[config.mk]
export PLATFORM = sky130hd
export DESIGN_NAME = mult_cmd_sequencer
export DESIGN_NICKNAME = d
export VERILOG_FILES = /design/src/rtl/mult_seq_pkg.sv /design/src/rtl/mult_seq_fifo.sv /design/src/rtl/mult_cmd_sequencer.sv
export SDC_FILE = /design/constraint.sdc
export NUM_CORES = 1
export LEC_CHECK = 0
export CAP_MARGIN = 5
export CORE_UTILIZATION = 52
export CTS_CLUSTER_SIZE = 40
export DETAILED_ROUTE_END_ITERATION = 10
export PLACE_DENSITY = 0.78
export SLEW_MARGIN = 20
export SYNTH_ARGS = -nofsm -noshare
export SYNTH_HDL_FRONTEND = slang
export SYNTH_SLANG_ARGS = --single-unit
[constraint.sdc]
create_clock -name clk -period 2.8 [get_ports clk]
set_clock_uncertainty 0.1 [all_clocks]
set_input_delay 0.7 -clock clk [delete_from_list [all_inputs] [get_ports clk]]
set_output_delay 0.7 -clock clk [all_outputs]
set_load 0.01 [all_outputs]
[src/rtl/mult_seq_pkg.sv]
// rtl/mult_seq_pkg.sv - shared types and constants for the multiply command sequencer
//
// Holds the sequencer state encoding, the operand/result widths and the
// result value reported when a command times out.
package mult_seq_pkg;

  typedef enum logic [1:0] {
    IDLE  = 2'd0,
    ISSUE = 2'd1,
    RESP  = 2'd2
  } state_e;

  localparam int OPW  = 8;
  localparam int RESW = 16;

  localparam logic [RESW-1:0] TIMEOUT_RESULT = 16'hFFFF;

endpackage

[src/rtl/mult_seq_fifo.sv]
// rtl/mult_seq_fifo.sv - synchronous command FIFO holding {tag, a, b}
//
// Ports:
//   clk, reset      rising-edge clock, asynchronous active-high reset
//   push, wdata     write request and data; ignored while full
//   pop, rdata      read request; rdata shows the head entry whenever not empty
//   full, empty     flags derived from the registered occupancy count
module mult_seq_fifo
  import mult_seq_pkg::*;
#(
  parameter int DEPTH = 4,
  parameter int WIDTH = 8
) (
  input  logic             clk,
  input  logic             reset,
  input  logic             push,
  input  logic [WIDTH-1:0] wdata,
  input  logic             pop,
  output logic [WIDTH-1:0] rdata,
  output logic             full,
  output logic             empty
);

  localparam int PW = $clog2(DEPTH);
  localparam int CW = PW + 1;

  logic [WIDTH-1:0] mem_q [DEPTH];
  logic [WIDTH-1:0] mem_d [DEPTH];
  logic [PW-1:0]    wptr_q, wptr_d;
  logic [PW-1:0]    rptr_q, rptr_d;
  logic [CW-1:0]    count_q, count_d;
  logic             push_ok, pop_ok;

  assign full    = (count_q == CW'(DEPTH));
  assign empty   = (count_q == '0);
  assign rdata   = mem_q[rptr_q];
  assign push_ok = push && !full;
  assign pop_ok  = pop && !empty;

  always_comb begin
    mem_d   = mem_q;
    wptr_d  = wptr_q;
    rptr_d  = rptr_q;
    count_d = count_q;
    if (push_ok) begin
      mem_d[wptr_q] = wdata;
      // DEPTH is a power of two, so the pointer wraps on its own.
      wptr_d = wptr_q + 1'b1;
    end
    if (pop_ok) begin
      rptr_d = rptr_q + 1'b1;
    end
    if (push_ok && !pop_ok) begin
      count_d = count_q + 1'b1;
    end else if (pop_ok && !push_ok) begin
      count_d = count_q - 1'b1;
    end
  end

  always_ff @(posedge clk or posedge reset) begin
    if (reset) begin
      wptr_q  <= '0;
      rptr_q  <= '0;
      count_q <= '0;
    end else begin
      wptr_q  <= wptr_d;
      rptr_q  <= rptr_d;
      count_q <= count_d;
    end
  end

  // Storage needs no reset: entries are only read when count says they are valid.
  always_ff @(posedge clk) begin
    mem_q <= mem_d;
  end

endmodule

[src/rtl/mult_cmd_sequencer.sv]
// rtl/mult_cmd_sequencer.sv - buffers tagged multiply commands and drives the 8x8 multiplier
//
// Optional build macro: MULT_SEQ_TIMEOUT_EN adds an ISSUE watchdog.
// Ports:
//   clk, reset                          clock, asynchronous active-high reset
//   cmd_valid/cmd_ready/cmd_a/b/tag     command input, cmd_ready = FIFO not full
//   mult_a/mult_b/mult_start            operands and start level to the multiplier
//   mult_done/mult_result               one-cycle completion pulse and product
//   rsp_valid/rsp_ready/rsp_result/tag  response output, held until consumed
//   busy                                FIFO non-empty or sequencer not idle
//   err_timeout                         sticky watchdog flag
module mult_cmd_sequencer
  import mult_seq_pkg::*;
#(
  parameter int DEPTH   = 4,
  parameter int TAG_W   = 4,
  parameter int TIMEOUT = 15
) (
  input  logic             clk,
  input  logic             reset,
  input  logic             cmd_valid,
  output logic             cmd_ready,
  input  logic [OPW-1:0]   cmd_a,
  input  logic [OPW-1:0]   cmd_b,
  input  logic [TAG_W-1:0] cmd_tag,
  output logic [OPW-1:0]   mult_a,
  output logic [OPW-1:0]   mult_b,
  output logic             mult_start,
  input  logic             mult_done,
  input  logic [RESW-1:0]  mult_result,
  output logic             rsp_valid,
  input  logic             rsp_ready,
  output logic [RESW-1:0]  rsp_result,
  output logic [TAG_W-1:0] rsp_tag,
  output logic             busy,
  output logic             err_timeout
);

  localparam int FW = TAG_W + 2 * OPW;

  logic [FW-1:0]    fifo_rdata;
  logic             fifo_full, fifo_empty, fifo_push, fifo_pop;

  state_e           state_q, state_d;
  logic [OPW-1:0]   mult_a_q, mult_a_d;
  logic [OPW-1:0]   mult_b_q, mult_b_d;
  logic             mult_start_q, mult_start_d;
  logic [TAG_W-1:0] tag_q, tag_d;
  logic [RESW-1:0]  rsp_result_q, rsp_result_d;
  logic             rsp_valid_q, rsp_valid_d;
  logic             err_timeout_q, err_timeout_d;

`ifdef MULT_SEQ_TIMEOUT_EN
  localparam int TW = $clog2(TIMEOUT + 1);
  logic [TW-1:0]    tmo_cnt_q, tmo_cnt_d;
`else
  logic             unused_timeout;
  assign unused_timeout = (TIMEOUT == 0);
`endif

  assign fifo_push = cmd_valid && !fifo_full;

  mult_seq_fifo #(
    .DEPTH (DEPTH),
    .WIDTH (FW)
  ) u_fifo (
    .clk   (clk),
    .reset (reset),
    .push  (fifo_push),
    .wdata ({cmd_tag, cmd_a, cmd_b}),
    .pop   (fifo_pop),
    .rdata (fifo_rdata),
    .full  (fifo_full),
    .empty (fifo_empty)
  );

  always_comb begin
    state_d       = state_q;
    mult_a_d      = mult_a_q;
    mult_b_d      = mult_b_q;
    mult_start_d  = mult_start_q;
    tag_d         = tag_q;
    rsp_result_d  = rsp_result_q;
    rsp_valid_d   = rsp_valid_q;
    err_timeout_d = err_timeout_q;
    fifo_pop      = 1'b0;
`ifdef MULT_SEQ_TIMEOUT_EN
    tmo_cnt_d     = tmo_cnt_q;
`endif
    case (state_q)
      IDLE: begin
        if (!fifo_empty) begin
          fifo_pop     = 1'b1;
          {tag_d, mult_a_d, mult_b_d} = fifo_rdata;
          mult_start_d = 1'b1;
          state_d      = ISSUE;
`ifdef MULT_SEQ_TIMEOUT_EN
          tmo_cnt_d    = '0;
`endif
        end
      end
      ISSUE: begin
        // A real done wins over a watchdog expiring on the same edge.
        if (mult_done) begin
          rsp_result_d = mult_result;
          mult_start_d = 1'b0;
          rsp_valid_d  = 1'b1;
          state_d      = RESP;
        end
`ifdef MULT_SEQ_TIMEOUT_EN
        else if (tmo_cnt_q == TW'(TIMEOUT - 1)) begin
          rsp_result_d  = TIMEOUT_RESULT;
          mult_start_d  = 1'b0;
          rsp_valid_d   = 1'b1;
          err_timeout_d = 1'b1;
          state_d       = RESP;
        end else begin
          tmo_cnt_d = tmo_cnt_q + 1'b1;
        end
`endif
      end
      RESP: begin
        if (rsp_ready) begin
          rsp_valid_d = 1'b0;
          state_d     = IDLE;
        end
      end
      default: state_d = IDLE;
    endcase
  end

  always_ff @(posedge clk or posedge reset) begin
    if (reset) begin
      state_q       <= IDLE;
      mult_a_q      <= '0;
      mult_b_q      <= '0;
      mult_start_q  <= 1'b0;
      tag_q         <= '0;
      rsp_result_q  <= '0;
      rsp_valid_q   <= 1'b0;
      err_timeout_q <= 1'b0;
`ifdef MULT_SEQ_TIMEOUT_EN
      tmo_cnt_q     <= '0;
`endif
    end else begin
      state_q       <= state_d;
      mult_a_q      <= mult_a_d;
      mult_b_q      <= mult_b_d;
      mult_start_q  <= mult_start_d;
      tag_q         <= tag_d;
      rsp_result_q  <= rsp_result_d;
      rsp_valid_q   <= rsp_valid_d;
      err_timeout_q <= err_timeout_d;
`ifdef MULT_SEQ_TIMEOUT_EN
      tmo_cnt_q     <= tmo_cnt_d;
`endif
    end
  end

  assign cmd_ready   = !fifo_full;
  assign mult_a      = mult_a_q;
  assign mult_b      = mult_b_q;
  assign mult_start  = mult_start_q;
  assign rsp_valid   = rsp_valid_q;
  assign rsp_result  = rsp_result_q;
  assign rsp_tag     = tag_q;
  assign busy        = !fifo_empty || (state_q != IDLE);
  assign err_timeout = err_timeout_q;

endmodule

; ---- Word level (Yosys, flattened, before mapping)
; Cells that the tools add are included.
[classes]
add_sub_neg = 4
n_shift = 0
div = 0
n_eq_ne = 6
mux = 20
reduce_logical = 22
bitwise_logic = 3
n_lt_le_gt_ge = 3
mul = 0
[ops]
columns = operator, count
row1 = bitwise mux 80 bit, 1
row2 = 2-to-1 mux 20 bit, 3
row3 = binary-select mux 20 bit (select 2 bit), 1
row4 = demux 20 bit (select 2 bit), 1
row5 = AND reduction 3 bit, 3
row6 = nonzero test 2 bit, 4
row7 = "greater-or-equal comparator 3 bit, second input constant", 2
row8 = logical AND 1 bit, 6
row9 = 2-to-1 mux 1 bit, 6
row10 = 2-to-1 mux 2 bit, 3
row11 = 2-to-1 mux 3 bit, 2
row12 = "inequality test 2 bit, second input constant", 3
row13 = NOT 2 -> 3 bit, 2
row14 = one-hot mux 2 bit (3 select lines), 1
row15 = "adder 2 x 1 -> 2 bit, second input constant", 2
row16 = logical NOT 1 bit, 4
row17 = one-hot mux 1 bit (2 select lines), 2
row18 = AND reduction 2 bit, 2
row19 = "adder 3 x 1 -> 3 bit, second input constant", 1
row20 = "== test 3 bit, second input constant", 1
row21 = logical NOT 3 bit, 1
row22 = "< comparator 3 x 1 -> 1 bit, second input constant", 1
row23 = "subtractor 3 x 1 -> 3 bit, second input constant", 1
row24 = "== test 2 x 1 -> 1 bit, second input constant", 1
row25 = 4 further kinds, 4
[word_totals]
n_memories = 0
output_inout_bits = 41
register_bits = 127
latch_bits = 0
mem_bits_ro = 0
ram_bits = 0

; ---- Longest topological paths before layout
[depth]
depth_word = 8
ltp_mapped = 9

; ---- Modules after synthesis
; A second synthesis with hierarchy kept.
[hier_totals]
hier_cells = 243
hier_area_um2 = 5026.1
[modules_own_cells]
columns = module, area_per_inst_um2, n_inst, cells_each
row1 = mult_seq_fifo, 3402.0, 1, 140
row2 = mult_cmd_sequencer, 1624.1, 1, 103

; ---- Worst setup path before layout
; OpenSTA, ideal clock, no wires.
[synth_timing]
path_kind = register to register
startpoint = register u_fifo.count_q[0]
endpoint = register u_fifo.count_q[2]
required_ns = 2.621
setup_time_ns = 0.079
synth_period_minus_slack_ns = 2.241
t_arrival_ns = 2.062
path_slack_ns = 0.559
stages_incl_launch_ff = 10
path_cell_list = dfrtp_1 -> or3_4 -> nand2_2 -> buf_6 -> ha_1 -> inv_1 -> fa_1 -> xor2_1 -> nor2_1 -> xor2_1
[synth_via]
elab_chain_len = 7
[synth_lines]
columns = item, line
row1 = "start, declared", mult_seq_fifo.sv:31  ; logic [CW-1:0] count_q, count_d;
row2 = "start signal, assigned", mult_seq_fifo.sv:68  ; count_q <= count_d;
row3 = logical NOT 3 bit / == test 3 bit (equally long branches), "mult_seq_fifo.sv:35, mult_seq_fifo.sv:34"
row4 = 2-to-1 mux 1 bit / logical NOT 1 bit (equally long branches), "mult_cmd_sequencer.sv:92, mult_seq_fifo.sv:37, mult_cmd_sequencer.sv:61"
row5 = 2-to-1 mux 1 bit / logical AND 1 bit (equally long branches), "mult_cmd_sequencer.sv:90, mult_cmd_sequencer.sv:61"
row6 = "logical AND 1 bit, on equally long branches", "mult_seq_fifo.sv:38, mult_seq_fifo.sv:37"
row7 = "logical NOT 1 bit, on equally long branches", "mult_seq_fifo.sv:53, mult_seq_fifo.sv:55"
row8 = "logical AND 1 bit, on equally long branches", "mult_seq_fifo.sv:53, mult_seq_fifo.sv:55"
row9 = 2-to-1 mux 3 bit / nonzero test 2 bit (equally long branches), --
; Several ways; a longest one is shown, not always the timed one. The select of a mux whose other input is x is not followed.
; A chain may end at the register's enable or synchronous reset.

; ---- Final worst setup path
[layout_timing]
startpoint = register u_fifo.count_q[0]
endpoint = output busy
[layout_via]
elab_chain_len = 3
[layout_lines]
columns = item, line
row1 = logical NOT 3 bit, mult_seq_fifo.sv:35  ; assign empty = (count_q == '0);
row2 = logical NOT 1 bit, mult_cmd_sequencer.sv:167  ; assign busy = !fifo_empty || (state_q != IDLE);
row3 = logical OR 1 bit, mult_cmd_sequencer.sv:167
row4 = "end, declared", mult_cmd_sequencer.sv:35  ; output logic busy,
; Every way passes these cells.

==> results.json <==
{
  "status": "finished with violations",
  "violations": "DRC",
  "ctsResizeCount": 1,
  "path_clk_slew_ns": 0.06,
  "first_global_vias": 2780,
  "seqCellArea_um2": 3580,
  "slowest_delay_ns": 0.44,
  "fin_total_pwr_uw": 7390,
  "hold_class": "in2async",
  "drtPass1Iterations": 10,
  "syn_avg_cell_area_um2": 20.6,
  "grt.overflow.total": 0,
  "finalHoldViolCount": 0,
  "final_area_um2": 6350,
  "coreArea_um2": 8850,
  "path_class": "reg2out",
  "syn_area_um2": 4820,
  "numPortBuffers": 80,
  "setup_viol": 0,
  "ys_seq_area_frac": 0.742,
  "gp_congestion": 0.717,
  "syn-num-nets": 281,
  "cp_top_family": "simple AND/OR/NAND/NOR gates",
  "yosysUniqueCellTypes": 27,
  "worstSkewPairLatency_ns": 0.52,
  "p_per_area_nw_per_um2": 1160,
  "dr.first_iter.drc_count": 157,
  "synth_area_leader_cell": "edfxtp_1",
  "clock-sinks": 127,
  "whs_ns": 0.347,
  "grt_pass1_wl_um": 14600,
  "area_growth_pct": 31.8,
  "syn_inst": 234,
  "crit_path_end_kind": "output port",
  "worstPathCellList": "or3_4 -> nand2b_1 -> dlygate4sd2_1",
  "die_x_um": 98.3,
  "drive_above_1_share": 0.301,
  "initial_core_util": 0.545,
  "max_slew_margin": 0.535,
  "cp_slowest_cell": "or3_4",
  "rsz0062_at_grt": "false",
  "synth_top_area_share": 0.498,
  "grt_start_max_net_pins": 38,
  "cts_hold_buffers": 0,
  "routed_wl_um": 8930,
  "route.layer.met1.wl_um": 3460,
  "cts_buffers": 17,
  "path_max_fanout": 4,
  "post_cts.repair.setup_buffers": 0,
  "nets": 386,
  "required_ns": 2.00,
  "worst_ep_arrival_time_ns": 1.83,
  "period_minus_slack_ns": 2.63,
  "wl_met2_um": 4810,
  "fin_setup_tns_ns": 0,
  "post-route-drc-count": 8,
  "die-area_um2": 9660,
  "fmax_ghz": 0.380,
  "cts_tree": "yes",
  "fin_crit_sh": 0.939,
  "cts-htree-levels": 4,
  "drv_slew": 0,
  "track_usage": 0.209,
  "p_leak_uw": 0.00238,
  "synth_area_leaders": "edfxtp_1 50%, dfrtp_1 24%, mux2_2 8.9%",
  "ir_worst_vdd_v": 0.000576,
  "cts_root_buf": "clkbuf_8",
  "hpwl_um": 5450,
  "via_per_inst": 5.47,
  "antenna_found_initial": 0,
  "routed-wl-met3_um": 567,
  "tightest_slew_ns": 0.698,
  "place_area_um2": 5810,
  "fp.dieH_um": 98.3,
  "wl_per_cell_um": 19.4,
  "start_kind": "flop",
  "postRouteAntennaNets": 0,
  "rows": 34,
  "io_pins": 82,
  "topRoutingLayerUsed": "met4",
  "antenna_cells": 0,
  "synth-warning-count": 0,
  "dp_cells": 428,
  "multi_input_area_um2": 1160,
  "ctsLongestPathBuffers": 2,
  "vias": 2517,
  "path_buf_inv": 1,
  "cap_violations": 0,
  "synth-seq-cells": 127,
  "final_cells": 460,
  "n_fill_cell": 575
}
## flip-flops by register name (all words and copies together), names as in the netlist
name            count
mult_a              8
u_fifo.rptr_q       2
rsp_valid           1
rsp_tag             4
mult_b              8
rsp_result         16
state_q             2
mult_start          1
u_fifo.mem_q       80
u_fifo.wptr_q       2
u_fifo.count_q      3
## final timing paths
path                            slack (ns)                             to  cells after the start                     startpoint
worst max-delay path                  0.17                           busy                      3  u_fifo.count_q[0]$_DFFE_PP0P_
worst min-delay path                  0.35          mult_b[6]$_DFFE_PP0P_                      2                          reset
worst max register to register        0.59  u_fifo.count_q[2]$_DFFE_PP0P_                      8  u_fifo.count_q[0]$_DFFE_PP0P_
worst min register to register        0.40          mult_b[3]$_DFFE_PP0P_                      1          mult_b[3]$_DFFE_PP0P_
max in group asynchronous             1.77          mult_b[1]$_DFFE_PP0P_                      3                          reset
min in group clk                      0.40          mult_b[3]$_DFFE_PP0P_                      1          mult_b[3]$_DFFE_PP0P_
## routing by layer
layer  vias to the layer above  track usage
li1                       1120            -
met5                         -            0
met1                      1302        0.239
met3                        11       0.0680
met4                         0       0.0689
met2                        84        0.371
## kinds of logic (layout without fill, tap and decap cells)
group,Yosys count,after routing,synth area share
DFF,127,127,0.742
adders and majority gates,6,6,0.0171
muxes,58,58,0.184
and+or+nand+nor,18,18,0.0205
xor gates and xnor gates,6,6,0.0109
other,1,1,0.000778
AOI/OAI and AO/OA,5,5,0.00701
buffers and inverters,13,131,0.0174
## synth_stat cells
cell type  instances
a21boi_2           1
and2_1             4
buf_2              1
o21ai_0            1
nand3b_2           1
buf_6              4
fa_1               1
a21oi_1            2
mux4_1             2
ha_1               5
buf_4              1
nor2_1             4
inv_1              5
conb_1             1
edfxtp_1          80
mux2_2            38
clkbuf_1           2
nand2_1            5
mux4_2            18
xnor2_1            4
o31ai_1            1
xor2_1             2
or3_4              1
nand3_1            1
nand2b_1           1
dfrtp_1           47
nand2_2            1
## stage by stage
stage	setup WS (ns)	util
after floorplan	0.559	-
after global placement	0.297	0.656
after detailed placement	0.160	0.656
after CTS	0.150	0.718
after global routing	0.0924	0.718
final	0.170	0.718
## cell type report
type	count	share of cell area
clock buffer	18	0.0674
clock inverter	14	0.0185
inverter	5	0.00295
multi-input combinational	94	0.182
sequential	127	0.563
tap	108	0.0213
timing repair buffer	94	0.144
## cell usage in the layout (no fill, tap or decap), drive strengths merged, types with 2 or more instances in the layout
cell type and instances:
ha 5, xnor2 4, inv 7, and2 4
a21oi 2, mux2 38, clkbuf 18, clkinvlp 2
clkdlybuf4s50 79, nor2 4, nand2 6, xor2 2
dfrtp 47, clkinv 9, edfxtp 80, buf 14
mux4 20
## report_power, final
part           internal (uW)  leakage, uW  switching, uW
logic                   1440     0.000822           1010
clock network           1190     0.000269            786
registers               2620      0.00128            339
Note: power is estimated with default switching activity, not from simulation.
